`config.mk`:
```
export PLATFORM = sky130hd
export DESIGN_NAME = gram_ddrphy_init_seq
export DESIGN_NICKNAME = d
export VERILOG_FILES = /design/src/rtl/gram_crg_pkg.sv /design/src/rtl/gram_lock_filter.sv /design/src/rtl/gram_ddrphy_init_seq.sv
export SDC_FILE = /design/constraint.sdc
export NUM_CORES = 1
export LEC_CHECK = 0
export CAP_MARGIN = 20
export CORE_MARGIN = 2
export CORE_UTILIZATION = 45
export CTS_CLUSTER_DIAMETER = 60
export DETAILED_ROUTE_END_ITERATION = 7
export GPL_ROUTABILITY_DRIVEN = 0
export PLACE_DENSITY = 0.6
export SYNTH_ARGS = -nofsm -noshare
export SYNTH_HDL_FRONTEND = slang
export SYNTH_HIERARCHICAL = 1
export SYNTH_SLANG_ARGS = --single-unit
export TNS_END_PERCENT = 30
```
`constraint.sdc`:
```
create_clock -name clk -period 3.52 [get_ports clk]
set_clock_uncertainty 0.1 [all_clocks]
set_input_delay 0.528 -clock clk [delete_from_list [all_inputs] [get_ports clk]]
set_output_delay 0.528 -clock clk [all_outputs]
set_load 0.02 [all_outputs]
```
`src/rtl/gram_crg_pkg.sv`:
```
// -----------------------------------------------------------------------------
// gram_crg_pkg
// Shared definitions for the gram clock-bringup logic.
//   init_state_t    : states of the DDR PHY clock init sequencer
//   DEF_*           : default timing values, in sync-domain clock cycles
//   cnt_width()     : width of a down-counter able to hold the largest timing
//                     value ($clog2(max)+1)
// -----------------------------------------------------------------------------
package gram_crg_pkg;

    typedef enum logic [3:0] {
        ST_IDLE,
        ST_DLL_RST,
        ST_DLL_WAIT,
        ST_FREEZE,
        ST_STOP,
        ST_DDR_RST,
        ST_UNSTOP,
        ST_UNFREEZE,
        ST_DONE
    } init_state_t;

    localparam int DEF_LOCK_FILTER = 16;
    localparam int DEF_T_DLL_RST   = 8;
    localparam int DEF_T_SETTLE    = 4;
    localparam int DEF_T_DDR_RST   = 8;
    localparam int DEF_T_DLL_TMO   = 1024;

    // Width needed to hold the largest of the supplied cycle counts.
    function automatic int cnt_width(input int a, input int b, input int c,
                                     input int d, input int e);
        int m;
        m = a;
        if (b > m) m = b;
        if (c > m) m = c;
        if (d > m) m = d;
        if (e > m) m = e;
        return $clog2(m) + 1;
    endfunction

endpackage

```
`src/rtl/gram_lock_filter.sv`:
```
// -----------------------------------------------------------------------------
// gram_lock_filter
// Saturating high-count filter. Counts consecutive cycles with sig_i high,
// clears on any low cycle, saturates at COUNT (never wraps).
// locked_stable is high in a cycle where sig_i is high and this cycle is at
// least the COUNT-th consecutive high cycle, so a consumer registering on it
// acts on exactly the COUNT-th high sample.
// Ports:
//   clk           in  clock
//   rst           in  synchronous active-high reset
//   sig_i         in  signal to filter (already synchronous to clk)
//   locked_stable out sig_i has been high for COUNT consecutive cycles
// -----------------------------------------------------------------------------
module gram_lock_filter #(
    parameter int WIDTH = 5,
    parameter int COUNT = 16
) (
    input  logic clk,
    input  logic rst,
    input  logic sig_i,
    output logic locked_stable
);

    localparam logic [WIDTH-1:0] COUNT_MAX  = WIDTH'(COUNT);
    localparam logic [WIDTH-1:0] COUNT_LAST = WIDTH'(COUNT - 1);

    logic [WIDTH-1:0] count_q;
    logic [WIDTH-1:0] count_d;

    always_comb begin
        count_d = count_q;
        if (!sig_i) begin
            count_d = '0;
        end else if (count_q != COUNT_MAX) begin
            count_d = count_q + WIDTH'(1);
        end
    end

    always_ff @(posedge clk) begin
        if (rst) begin
            count_q <= '0;
        end else begin
            count_q <= count_d;
        end
    end

    assign locked_stable = sig_i && (count_q >= COUNT_LAST);

endmodule

```
`src/rtl/gram_ddrphy_init_seq.sv`:
```
// -----------------------------------------------------------------------------
// gram_ddrphy_init_seq
// ECP5 DDR clocking bring-up sequencer (sync domain). After pll_lock has been
// stable for LOCK_FILTER cycles it walks: DDRDLL reset, wait for DLL lock,
// freeze DLL/DQSBUF updates, stop ECLKSYNC, pulse CLKDIV/DQSBUF reset,
// restart ECLKSYNC, unfreeze, then raises init_done. Losing pll_lock in any
// state restarts the whole sequence from IDLE.
//
// Optional feature macro: GRAM_INIT_TIMEOUT_EN
//   defined   : DLL lock watchdog. T_DLL_TMO cycles in DLL_WAIT without
//               dll_lock sets init_err (sticky) and retries from DLL_RST.
//               init_err clears on entry to DONE or IDLE.
//   undefined : DLL_WAIT waits forever, init_err tied 0.
//
// Ports:
//   clk        in  sync-domain clock
//   rst        in  synchronous active-high reset
//   pll_lock   in  PLL lock (synchronised to clk)
//   dll_lock   in  DDRDLL lock (synchronised to clk)
//   dll_rst    out DDRDLL reset
//   freeze     out DDRDLL/DQSBUF update freeze
//   stop       out ECLKSYNC stop
//   ddr_rst    out CLKDIV/DQSBUF reset
//   init_done  out PHY clocking ready
//   init_err   out DLL watchdog fired
// All outputs are registered decodes of the state held in the previous cycle.
// -----------------------------------------------------------------------------
module gram_ddrphy_init_seq
    import gram_crg_pkg::*;
#(
    parameter int LOCK_FILTER = DEF_LOCK_FILTER,
    parameter int T_DLL_RST   = DEF_T_DLL_RST,
    parameter int T_SETTLE    = DEF_T_SETTLE,
    parameter int T_DDR_RST   = DEF_T_DDR_RST,
    parameter int T_DLL_TMO   = DEF_T_DLL_TMO
) (
    input  logic clk,
    input  logic rst,
    input  logic pll_lock,
    input  logic dll_lock,
    output logic dll_rst,
    output logic freeze,
    output logic stop,
    output logic ddr_rst,
    output logic init_done,
    output logic init_err
);

    localparam int CW = cnt_width(LOCK_FILTER, T_DLL_RST, T_SETTLE, T_DDR_RST, T_DLL_TMO);

    // Counter reload values: a timed state lasts (load + 1) cycles because
    // the exit happens on the cycle the counter is already zero.
    localparam logic [CW-1:0] LD_DLL_RST = CW'(T_DLL_RST - 1);
    localparam logic [CW-1:0] LD_SETTLE  = CW'(T_SETTLE - 1);
    localparam logic [CW-1:0] LD_DDR_RST = CW'(T_DDR_RST - 1);
`ifdef GRAM_INIT_TIMEOUT_EN
    localparam logic [CW-1:0] LD_DLL_TMO = CW'(T_DLL_TMO - 1);
`else
    localparam logic [CW-1:0] LD_DLL_TMO = '0;
`endif

    init_state_t   state_q;
    logic [CW-1:0] cnt_q;
    logic          pll_stable;

    logic dll_rst_q;
    logic freeze_q;
    logic stop_q;
    logic ddr_rst_q;
    logic init_done_q;

`ifdef GRAM_INIT_TIMEOUT_EN
    logic err_q;
    logic init_err_q;
`endif

    // The filter runs continuously: any pll_lock low cycle clears it, so by
    // the time a lock loss has returned the FSM to IDLE it restarts from 0.
    gram_lock_filter #(
        .WIDTH (CW),
        .COUNT (LOCK_FILTER)
    ) u_pll_filter (
        .clk           (clk),
        .rst           (rst),
        .sig_i         (pll_lock),
        .locked_stable (pll_stable)
    );

    always_ff @(posedge clk) begin
        if (rst) begin
            state_q     <= ST_IDLE;
            cnt_q       <= '0;
            dll_rst_q   <= 1'b1;
            freeze_q    <= 1'b0;
            stop_q      <= 1'b0;
            ddr_rst_q   <= 1'b1;
            init_done_q <= 1'b0;
`ifdef GRAM_INIT_TIMEOUT_EN
            err_q       <= 1'b0;
            init_err_q  <= 1'b0;
`endif
        end else begin
            // Output decode of the current state; lands one cycle after it.
            dll_rst_q   <= (state_q == ST_IDLE) || (state_q == ST_DLL_RST);
            ddr_rst_q   <= (state_q inside {ST_IDLE, ST_DLL_RST, ST_DLL_WAIT,
                                            ST_FREEZE, ST_STOP, ST_DDR_RST});
            freeze_q    <= (state_q inside {ST_FREEZE, ST_STOP, ST_DDR_RST, ST_UNSTOP});
            stop_q      <= (state_q inside {ST_STOP, ST_DDR_RST});
            init_done_q <= (state_q == ST_DONE);
`ifdef GRAM_INIT_TIMEOUT_EN
            init_err_q  <= err_q;
`endif

            // Lock loss outranks every other transition.
            if (!pll_lock && (state_q != ST_IDLE)) begin
                state_q <= ST_IDLE;
                cnt_q   <= '0;
`ifdef GRAM_INIT_TIMEOUT_EN
                err_q   <= 1'b0;
`endif
            end else begin
                case (state_q)
                    ST_IDLE: begin
                        if (pll_stable) begin
                            state_q <= ST_DLL_RST;
                            cnt_q   <= LD_DLL_RST;
                        end
                    end
                    ST_DLL_RST: begin
                        if (cnt_q == '0) begin
                            state_q <= ST_DLL_WAIT;
                            cnt_q   <= LD_DLL_TMO;
                        end else begin
                            cnt_q <= cnt_q - CW'(1);
                        end
                    end
                    ST_DLL_WAIT: begin
                        if (dll_lock) begin
                            state_q <= ST_FREEZE;
                            cnt_q   <= LD_SETTLE;
                        end
`ifdef GRAM_INIT_TIMEOUT_EN
                        else if (cnt_q == '0) begin
                            // Watchdog expired: flag it and retry the DLL reset.
                            state_q <= ST_DLL_RST;
                            cnt_q   <= LD_DLL_RST;
                            err_q   <= 1'b1;
                        end else begin
                            cnt_q <= cnt_q - CW'(1);
                        end
`endif
                    end
                    ST_FREEZE: begin
                        if (cnt_q == '0) begin
                            state_q <= ST_STOP;
                            cnt_q   <= LD_SETTLE;
                        end else begin
                            cnt_q <= cnt_q - CW'(1);
                        end
                    end
                    ST_STOP: begin
                        if (cnt_q == '0) begin
                            state_q <= ST_DDR_RST;
                            cnt_q   <= LD_DDR_RST;
                        end else begin
                            cnt_q <= cnt_q - CW'(1);
                        end
                    end
                    ST_DDR_RST: begin
                        if (cnt_q == '0) begin
                            state_q <= ST_UNSTOP;
                            cnt_q   <= LD_SETTLE;
                        end else begin
                            cnt_q <= cnt_q - CW'(1);
                        end
                    end
                    ST_UNSTOP: begin
                        if (cnt_q == '0) begin
                            state_q <= ST_UNFREEZE;
                            cnt_q   <= LD_SETTLE;
                        end else begin
                            cnt_q <= cnt_q - CW'(1);
                        end
                    end
                    ST_UNFREEZE: begin
                        if (cnt_q == '0) begin
                            state_q <= ST_DONE;
                            cnt_q   <= '0;
`ifdef GRAM_INIT_TIMEOUT_EN
                            err_q   <= 1'b0;
`endif
                        end else begin
                            cnt_q <= cnt_q - CW'(1);
                        end
                    end
                    ST_DONE: begin
                        // Terminal: dll_lock is no longer watched here.
                        state_q <= ST_DONE;
                    end
                    default: begin
                        state_q <= ST_IDLE;
                        cnt_q   <= '0;
                    end
                endcase
            end
        end
    end

    assign dll_rst   = dll_rst_q;
    assign freeze    = freeze_q;
    assign stop      = stop_q;
    assign ddr_rst   = ddr_rst_q;
    assign init_done = init_done_q;
`ifdef GRAM_INIT_TIMEOUT_EN
    assign init_err  = init_err_q;
`else
    assign init_err  = 1'b0;
`endif

endmodule

```
==> summary.md <==
| Metric | Value |
|---|---|
| Status | `finished, final reports clean` |
| Antenna viol nets, final | `0` |
| Metal3 WL | `between 90 and 100 microns` |
| LEAKAGE | `0.6496 nW` |
| R2r startpoint | `u_pll_filter/count_q[5]$_SDFFE_PP0P_` |
| Fin. max-slew vios | `0` |
| FFs w/ async S/R, synth | `0` |
| Met2 wire len | `1616 microns` |
| Clk pin slew, worst setup/hold paths | `~0.060 ns` |
| Post-Synthesis Cells | `just under 200` |
| Minimum clock period | `~2.7 ns` |
| Post-synth top area cell | `dfxtp_1` |
| Root buffer cell | `clkbuf_8` |
| Worst vdd ir | `about 0.61 mV` |
| Synth cell types | `50` |
| # Max-Cap Violations | `0` |
| I/O Buffers | `8` |
| #FFs+latches synth | `31` |
| Rows | `22` |
| Post-DP HPWL | `between 2000 and 2500 microns` |
| Area growth syn-to-layout | `11.26%` |
| CTS tree | `yes` |
| Max layer used | `met4` |
| Horiz. Die Dim | `roughly 65 microns` |
| Skew-Pair Late Insertion Delay | `between 0.2 and 0.3 ns` |
| Fin. Hold Viols | `0` |
| Most common cell in the netlist | `dfxtp_1` |
| Pre-CTS setup slack | `slightly above 0.8 ns` |
| Total gr overflow | `0` |
| Initial antenna violation count | `0` |
| Unrepaired setup endpoints after global routing | `no` |
| Post_cts resized | `0` |
| DRT Wirelength | `3346 microns` |
| Number of buffers created by CTS | `5` |
| Vias | `1,385` |
| Setup TNS | `0 ns` |
| Worst min-delay path category | `reg -> reg` |
| Die height | `64.86 microns` |
| Drt via density | `around 5.6` |
| Worst path arrival time | `between 2 and 3 ns` |
| Worst-case reg-to-reg path depth | `6` |
| Worst-margin pin slew | `around 0.57 ns` |
| Number of I/O pins | `10` |
| H-tree depth | `2` |
| Setup bufs post-CTS | `0` |
| Vias in the first global route | `about 1,400` |
| Final nets | `between 200 and 250` |
| Post-synth net total | `204` |
| Post-Syn Area per Cell | `~8.5 sq um` |
| Hold_buf cts | `0` |
| Crit Path Class | `reg -> reg` |
| Clock Path Buffers | `2` |
| Worst r2r dst | `state_q[0]$_SDFFE_PP0P_` |
| Largest cells by area after synthesis | `dfxtp_1, xor2_1, nor2_1` |
| Most common flop cell mapped by yosys | `dfxtp_1` |
| WL met1 | `1598 microns` |
| Share of cells above drive strength 1 | `0.1244` |
| DRC Markers | `0` |
| GR Util All Layers | `0.1806` |
| Setup violators final | `0` |
| CORE AREA | `between 3000 and 4000 sq um` |
| Critical path peak fanout | `6` |
| Hold endpoint | `u_pll_filter/count_q[10]$_SDFFE_PP0P_` |
| Synth warnings | `6` |
| First-pass GRT wire length | `around 6000 microns` |
| Initial Utilization | `0.4622` |
| Drt wl/cell | `between 10 and 15 microns` |
| Ant. Diodes | `0` |
| Die area | `approximately 4200 sq um` |
| Number of synthesized flops with an enable pin | `0` |
| Hold_sp | `u_pll_filter/count_q[10]$_SDFFE_PP0P_` |
| Initial DRT Pass Iterations | `4` |
| Drt initial violations | `slightly above 100` |
| Rel. slew slack | `0.6137` |
| Netlist Area Pre-Place | `1667 sq um` |
| Worst Setup End Kind | `flip-flop` |
| Pwr/cell area | `about 740 nW/um^2` |
| Startpoint Class | `flip-flop` |
| Critical path data required time | `roughly 3.6 ns` |
| Synth top area share | `0.3724` |
| Fin crit share | `0.7659` |
| Hold path depth | `2` |
| Post-route setup slack | `0.8240 ns` |
| Clk sink count | `31` |
| Synth cell count leaders | `dfxtp_1, nor2_1, nor3_1` |
| Worst reg2reg setup slack | `roughly 0.8 ns` |
| Fmax | `about 370 MHz` |
| Sequential area share after synthesis | `0.3724` |
| Largest net degree at the start of global routing | `19` |
-- area by class of cell --
type | count | area [sq um]
well taps | 48 | 60.06
clock inverters | 1 | 5.005
clock buffers | 6 | 82.58
multi-input cells | 148 | 975.9
flip-flops and latches | 31 | 620.6
inverters | 6 | 22.52
repair buffers | 9 | 87.58
fillers | 349 | 1752
-- layer usage --
metal	vias up	track usage
li1	701	-
met1	654	0.2110
met2	26	0.3054
met3	4	0.03299
met4	0	0.1090
met5	-	0
-- through the flow --
stage                     cells  hold WS, ns  instance area [sq um]    util  total power, mW
after global placement      242       0.3620                   1767  0.4899            1.097
after detailed placement    242       0.3664                   1767  0.4899            1.106
after floorplan             196       0.3466                   1667       -           0.9977
final                       249       0.3781                   1854  0.5142            1.379
after global routing        249       0.4049                   1854  0.5142            1.501
after CTS                   249       0.3805                   1854  0.5142            1.390
-- worst max-delay path by stage --
stage,depth (start not counted),slack (ns),startpoint,endpoint
after floorplan,7,0.98,u_pll_filter/count_q[5]$_SDFFE_PP0P_,state_q[0]$_SDFFE_PP0P_
after global placement,6,0.93,u_pll_filter/count_q[5]$_SDFFE_PP0P_,state_q[0]$_SDFFE_PP0P_
after detailed placement,6,0.83,u_pll_filter/count_q[5]$_SDFFE_PP0P_,state_q[0]$_SDFFE_PP0P_
after CTS,6,0.82,u_pll_filter/count_q[5]$_SDFFE_PP0P_,state_q[0]$_SDFFE_PP0P_
after global routing,6,0.67,u_pll_filter/count_q[5]$_SDFFE_PP0P_,state_q[0]$_SDFFE_PP0P_
final,6,0.82,u_pll_filter/count_q[5]$_SDFFE_PP0P_,state_q[0]$_SDFFE_PP0P_
-- cells in the final DEF, fill, tap and decap left out, types with 2 or more instances in the layout --
cell and instances:
or4_1 4, mux2i_1 2, o211ai_1 2, o31ai_1 3, inv_1 6, nor3_1 13, nand2_1 8, nor4_1 3
xor2_1 11, nand2b_1 7, a21oi_1 12, clkdlybuf4s50_1 8, clkbuf_8 6, dfxtp_1 31, ha_1 4, xnor2_1 2
or3_1 4, o21ai_0 9, nor2_1 25, or2_2 3, nand3_1 5, a21boi_0 3, nand3b_1 2
-- power breakdown --
group	total [mW]	switching, mW	internal, mW
logic	0.623	0.340	0.283
registers	0.477	0.0686	0.408
clock network	0.278	0.125	0.153
-- sequential cells by signal, summed over array words and instances, names as in the netlist --
signal,cells
ddr_rst,1
init_done,1
stop,1
u_pll_filter/count_q,11
cnt_q,11
freeze,1
state_q,4
dll_rst,1
-- kinds of logic (layout without fill, tap and decap cells) --
logic type | after synthesis | count (layout) | share of synthesized area
xor gates and xnor gates | 13 | 13 | 0.06832
other | 1 | 1 | 0.002250
AOI/OAI and AO/OA | 41 | 41 | 0.1817
buffers and inverters | 17 | 22 | 0.04204
and+or+nand+nor | 86 | 86 | 0.2845
muxes | 3 | 3 | 0.01877
DFF | 31 | 31 | 0.3724
adders and majority gates | 4 | 4 | 0.03003
-- critical path: stages (launching register included) --
cell     delay, ns
dfxtp_1       0.33
or4_1         0.63
o41a_2        0.45
mux2_2        0.31
o41ai_2       0.48
mux2i_1       0.24
nor2_1        0.05
No activity file was read; power rests on OpenSTA's default activity.
